===== src/rtl/ram_loader.sv =====
// Byte-stream loader/dumper for a 256x16 RAM port: LOAD packs big-endian byte pairs into
// words written from address 0 upward, DUMP reads words back out as byte pairs.
module ram_loader #(
    parameter int ADDR_W = 8,
    parameter int DATA_W = 16
) (
    input  logic              clk,
    input  logic              rst_n,
    input  logic              start_load,
    input  logic              start_dump,
    input  logic [ADDR_W-1:0] len,
    input  logic [7:0]        in_data,
    input  logic              in_valid,
    output logic              in_ready,
    output logic [7:0]        out_data,
    output logic              out_valid,
    input  logic              out_ready,
    output logic [ADDR_W-1:0] mem_addr,
    output logic              mem_write,
    output logic [DATA_W-1:0] mem_wdata,
    input  logic [DATA_W-1:0] mem_rdata,
    output logic              busy,
    output logic              cpu_hold,
    output logic              done
);

    typedef enum logic [2:0] {
        S_IDLE  = 3'd0,
        S_LD_HI = 3'd1,
        S_LD_LO = 3'd2,
        S_LD_WR = 3'd3,
        S_DP_RD = 3'd4,
        S_DP_HI = 3'd5,
        S_DP_LO = 3'd6,
        S_FIN   = 3'd7
    } state_t;

    state_t            r_state;
    state_t            w_next_state;
    logic [ADDR_W-1:0] r_len;
    logic [ADDR_W-1:0] r_cnt;
    logic [ADDR_W-1:0] r_addr;
    logic [DATA_W-1:0] r_wdata;
    logic [DATA_W-1:0] r_hold;

    logic [ADDR_W-1:0] w_last_cnt;
    logic              w_last;
    logic              w_in_ready;
    logic              w_out_valid;
    logic [7:0]        w_out_data;

    // len==0 wraps to 2**ADDR_W words, so the final count is len-1 modulo 2**ADDR_W
    assign w_last_cnt = r_len - {{(ADDR_W-1){1'b0}}, 1'b1};
    assign w_last     = (r_cnt == w_last_cnt);

    always_comb begin
        w_next_state = r_state;
        w_in_ready   = 1'b0;
        w_out_valid  = 1'b0;
        w_out_data   = 8'h00;
        case (r_state)
            S_IDLE: begin
                if (start_load) begin
                    w_next_state = S_LD_HI;
                end else if (start_dump) begin
                    w_next_state = S_DP_RD;
                end
            end
            S_LD_HI: begin
                w_in_ready = 1'b1;
                if (in_valid) begin
                    w_next_state = S_LD_LO;
                end
            end
            S_LD_LO: begin
                w_in_ready = 1'b1;
                if (in_valid) begin
                    w_next_state = S_LD_WR;
                end
            end
            S_LD_WR: begin
                w_next_state = w_last ? S_FIN : S_LD_HI;
            end
            S_DP_RD: begin
                w_next_state = S_DP_HI;
            end
            S_DP_HI: begin
                w_out_valid = 1'b1;
                w_out_data  = r_hold[15:8];
                if (out_ready) begin
                    w_next_state = S_DP_LO;
                end
            end
            S_DP_LO: begin
                w_out_valid = 1'b1;
                w_out_data  = r_hold[7:0];
                if (out_ready) begin
                    w_next_state = w_last ? S_FIN : S_DP_RD;
                end
            end
            S_FIN: begin
                w_next_state = S_IDLE;
            end
            default: begin
                w_next_state = S_IDLE;
            end
        endcase
    end

    always_ff @(posedge clk or negedge rst_n) begin
        if (!rst_n) begin
            r_state <= S_IDLE;
            r_len   <= '0;
            r_cnt   <= '0;
            r_addr  <= '0;
            r_wdata <= '0;
            r_hold  <= '0;
        end else begin
            r_state <= w_next_state;
            case (r_state)
                S_IDLE: begin
                    if (start_load || start_dump) begin
                        r_len  <= len;
                        r_addr <= '0;
                        r_cnt  <= '0;
                    end
                end
                S_LD_HI: begin
                    if (in_valid) begin
                        r_wdata[15:8] <= in_data;
                    end
                end
                S_LD_LO: begin
                    if (in_valid) begin
                        r_wdata[7:0] <= in_data;
                    end
                end
                S_LD_WR: begin
                    // address holds at the last word so it reads 255 after a full-range run
                    if (!w_last) begin
                        r_addr <= r_addr + 1'b1;
                        r_cnt  <= r_cnt + 1'b1;
                    end
                end
                S_DP_RD: begin
                    r_hold <= mem_rdata;
                end
                S_DP_LO: begin
                    if (out_ready && !w_last) begin
                        r_addr <= r_addr + 1'b1;
                        r_cnt  <= r_cnt + 1'b1;
                    end
                end
                default: begin
                end
            endcase
        end
    end

    // Strobe and status come straight from the state register, so reset clears them at once
    assign mem_write = (r_state == S_LD_WR);
    assign busy      = (r_state != S_IDLE);
    assign cpu_hold  = busy;
    assign done      = (r_state == S_FIN);
    assign in_ready  = w_in_ready;
    assign out_valid = w_out_valid;
    assign out_data  = w_out_data;
    assign mem_addr  = r_addr;
    assign mem_wdata = r_wdata;

endmodule


===== config.mk =====
export PLATFORM = sky130hd
export DESIGN_NAME = ram_loader
export DESIGN_NICKNAME = d
export VERILOG_FILES = /design/src/rtl/ram_loader.sv
export SDC_FILE = /design/constraint.sdc
export NUM_CORES = 1
export LEC_CHECK = 0
export CAP_MARGIN = 20
export CORE_MARGIN = 1.5
export CORE_UTILIZATION = 45
export CTS_CLUSTER_DIAMETER = 100
export DETAILED_ROUTE_END_ITERATION = 12
export DONT_BUFFER_PORTS = 1
export PLACE_DENSITY = 0.66
export SLEW_MARGIN = 30
export SYNTH_ARGS = -nofsm -noshare
export SYNTH_HDL_FRONTEND = slang
export SYNTH_SLANG_ARGS = --single-unit
export TNS_END_PERCENT = 30

===== constraint.sdc =====
create_clock -name clk -period 2.7 [get_ports clk]
set_clock_uncertainty 0.1 [all_clocks]
set_input_delay 0.81 -clock clk [delete_from_list [all_inputs] [get_ports clk]]
set_output_delay 0.81 -clock clk [all_outputs]
set_load 0.005 [all_outputs]

==> run metrics <==
result of the run completed; initial drt markers 117; data arrival time of the critical path 2.68 ns; H-tree levels 3; critical path required time 2.84 ns; post-synthesis to final-layout area growth 11.6%; worst ir drop on vdd 0.567 mV; leakage power summed over all cells 1.46 nW; Slowest-stage cell, CP dfrtp_1; Final Critical Period 2.53 ns; largest net degree at the start of global routing 60; fraction of layout instances using a drive strength above 1 0.211; layout net count 337; drc violations 0; height of the die 84.5 um; maximum clock path buffer count 2; net count after synthesis 326; synth unique cells 43; Sink Count 59; WS Path Type reg -> reg; input/output buffers 0; # Max-Cap Violations 0; number of antenna violations at the first check in global routing 0; Worst Setup Start Kind flip-flop; clock transition at the registers of the reported paths 0.06 ns; power per cell area 1150 mW/mm^2; vias 2,148; via count of the first global-routing pass 2,250; global-route wire length before repair 10,600 um; Mapped Avg Cell Area 10.5 sq um; relative slew slack 0.560; post-synthesis instance total 285; Worst Path Max Fanout 28; maximum frequency from static timing analysis 395 MHz; diodes inserted 0; Final setup viols 0; clock root buffer clkbuf_8; first-pass iteration count of the detailed router 4; register area share after synthesis 0.494; final setup TNS 0 ns; estimated wirelength of the detail-placed design 4320 um; global-route usage over all layers 0.189; area of the placeable core 0.00639 sq mm; RSZ-0062 raised after global routing no; post-synth design cell area 0.00299 sq mm; Std-Cell Rows 29; Min-Delay Path Class in -> async; Crit path largest cell delay 0.39 ns; # fillers 585; average via count per standard cell 5.71; cell chain of the critical path inv_1 > ha_1 > nor2b_1 > or3_1 > a31o_1 > nor4_4 > buf_12 > nor2_1 > o41ai_2; Util after Layout 0.522; Overflow after GRT 0; endpoint class of the critical path flip-flop; final WL 6270 um; source-to-sink clock delay at the later pin of the worst-skew pair 0.34 ns; average wire per standard cell 16.7 um; number of flip-flops and latches in the synthesized netlist 59; clock tree from TritonCTS yes; number of routed nets with antenna violations 0; post-CTS resize count 0; final hold violations 0; number of I/O pins 76; Chip Width 84.5 um; initial standard-cell utilization of the core 0.468; final weighted congestion in routability-driven placement 0.783; number of buffers created by CTS 9; count of final max-slew check failures 0; die footprint 0.00713 sq mm; slew at the pin closest to its max-slew limit 0.655 ns; total of warnings raised by yosys 0; Final Cycle Share 0.939
==> final cells by class <==
| class | instances | area, sq um | share of cell area |
|---|---|---|---|
| Clock inverter | 2 | 35.0 | 0.0105 |
| Clock buffer | 12 | 165 | 0.0496 |
| Tap cell | 77 | 96.3 | 0.0289 |
| Sequential cell | 59 | 1480 | 0.443 |
| Timing Repair Buffer | 13 | 110 | 0.0330 |
| Inverter | 4 | 15.0 | 0.00451 |
| Multi-Input combinational cell | 209 | 1430 | 0.430 |
==> critical path: cells and delay by family (launching register included) <==
| family | cells | cell delay [ns] |
|---|---|---|
| compound gates | 2 | 0.53 |
| fa+ha+maj | 1 | 0.26 |
| buf+inv | 2 | 0.29 |
| flops | 1 | 0.39 |
| simple gates | 4 | 0.86 |
==> worst paths after layout <==
check                      startpoint         end  depth (start not counted)  slack (ns)
max in group asynchronous       rst_n  r_hold[15]                          0        2.33
hold reg to reg            r_hold[11]  r_hold[11]                          1        0.41
min in group clk           r_hold[11]  r_hold[11]                          1        0.41
setup / recovery             r_len[0]  r_state[0]                          9        0.17
hold / removal                  rst_n   r_hold[1]                          0        0.06
setup reg to reg             r_len[0]  r_state[0]                          9        0.17
==> layout by cell type, fill, tap and decap left out, drive strengths merged, types with 4 or more instances in the layout <==
cell type,n
mux2i,4
nand2,37
mux2,32
clkbuf,12
dfrtp,59
nand2b,5
a21oi,11
or3,10
xnor2,4
inv,4
xor2,7
nor3,6
o21ai,13
o21a,4
nor2,11
a22oi,8
buf,13
and3,5
nor2b,15
nand4,5
or4,4
nand3,5
==> through the flow <==
stage          total power, mW  hold WS, ns  worst slack [ns]  area [sq um]  cells
3_3_place_gp              2.98        0.381             0.227          3120    360
3_5_place_dp              3.02        0.397             0.164          3120    360
2_1_floorplan             2.65        0.365             0.208          2990    285
4_1_cts                   3.87       0.0394             0.135          3320    374
5_1_grt                   4.14       0.0301           0.00465          3330    376
6_report                  3.83       0.0619             0.165          3330    376
==> cells in the mapped netlist, drive strengths merged <==
master / count / share of area
or3: 10 / 0.021
or2: 1 / 0.0021
nor2: 11 / 0.014
a31oi: 1 / 0.0021
and2: 1 / 0.0021
nor3: 6 / 0.010
a22oi: 8 / 0.020
nand2b: 5 / 0.010
nor4: 2 / 0.0092
a2bb2oi: 1 / 0.0029
xnor2: 4 / 0.012
o21ai: 13 / 0.022
nand3b: 1 / 0.0025
o41ai: 1 / 0.0054
nand2: 37 / 0.047
nand3: 5 / 0.0084
nor3b: 1 / 0.0042
xor2: 7 / 0.021
nand4: 5 / 0.010
o31ai: 2 / 0.0050
o21a: 4 / 0.010
o211ai: 2 / 0.0050
mux2: 32 / 0.12
dfrtp: 59 / 0.49
a31o: 1 / 0.0029
or4: 4 / 0.010
and3: 5 / 0.010
ha: 3 / 0.013
a21o: 1 / 0.0025
buf: 4 / 0.0092
clkbuf: 9 / 0.011
and3b: 1 / 0.0029
o32ai: 1 / 0.0029
o22ai: 3 / 0.0063
a21oi: 11 / 0.018
inv: 4 / 0.0050
nor2b: 15 / 0.031
mux2i: 4 / 0.013
==> layer usage <==
layer / GRT usage / part of all wire / wire length (um)
met2: 0.305 / 0.48 / 2980
met3: 0.0954 / 0.090 / 566
met5: 0 / 0 / 0
met1: 0.225 / 0.43 / 2670
met4: 0.0557 / 0.0084 / 53
==> what timing repair did <==
item	in CTS	in global routing
hold buffers	0	0
hold endpoints to repair	0	0
setup endpoints to repair	0	1
setup buffers	0	2
==> state kept, by name, indices dropped and copies added (netlist names) <==
| name | count |
|---|---|
| r_hold | 16 |
| mem_addr | 8 |
| mem_wdata | 16 |
| r_state | 3 |
| r_len | 8 |
| r_cnt | 8 |
==> cells by family (layout without fill, tap and decap cells) <==
logic type / after synthesis / after routing / synth area share
flip-flops: 59 / 59 / 0.494
multiplexers: 36 / 36 / 0.134
adder cells (fa/ha/maj): 3 / 3 / 0.0126
AO/OA/AOI/OAI: 49 / 49 / 0.106
buffers and inverters: 17 / 31 / 0.0256
XOR/XNOR: 11 / 11 / 0.0323
AND/OR/NAND/NOR: 110 / 110 / 0.196
==> power by group <==
part / internal, mW / leakage (nW) / total (mW) / switching, mW
logic: 0.726 / 0.617 / 1.47 / 0.746
registers: 1.23 / 0.739 / 1.54 / 0.305
clock network: 0.490 / 0.104 / 0.821 / 0.331
total: 2.45 / 1.46 / 3.83 / 1.38
No activity file was read; power rests on OpenSTA's default activity.
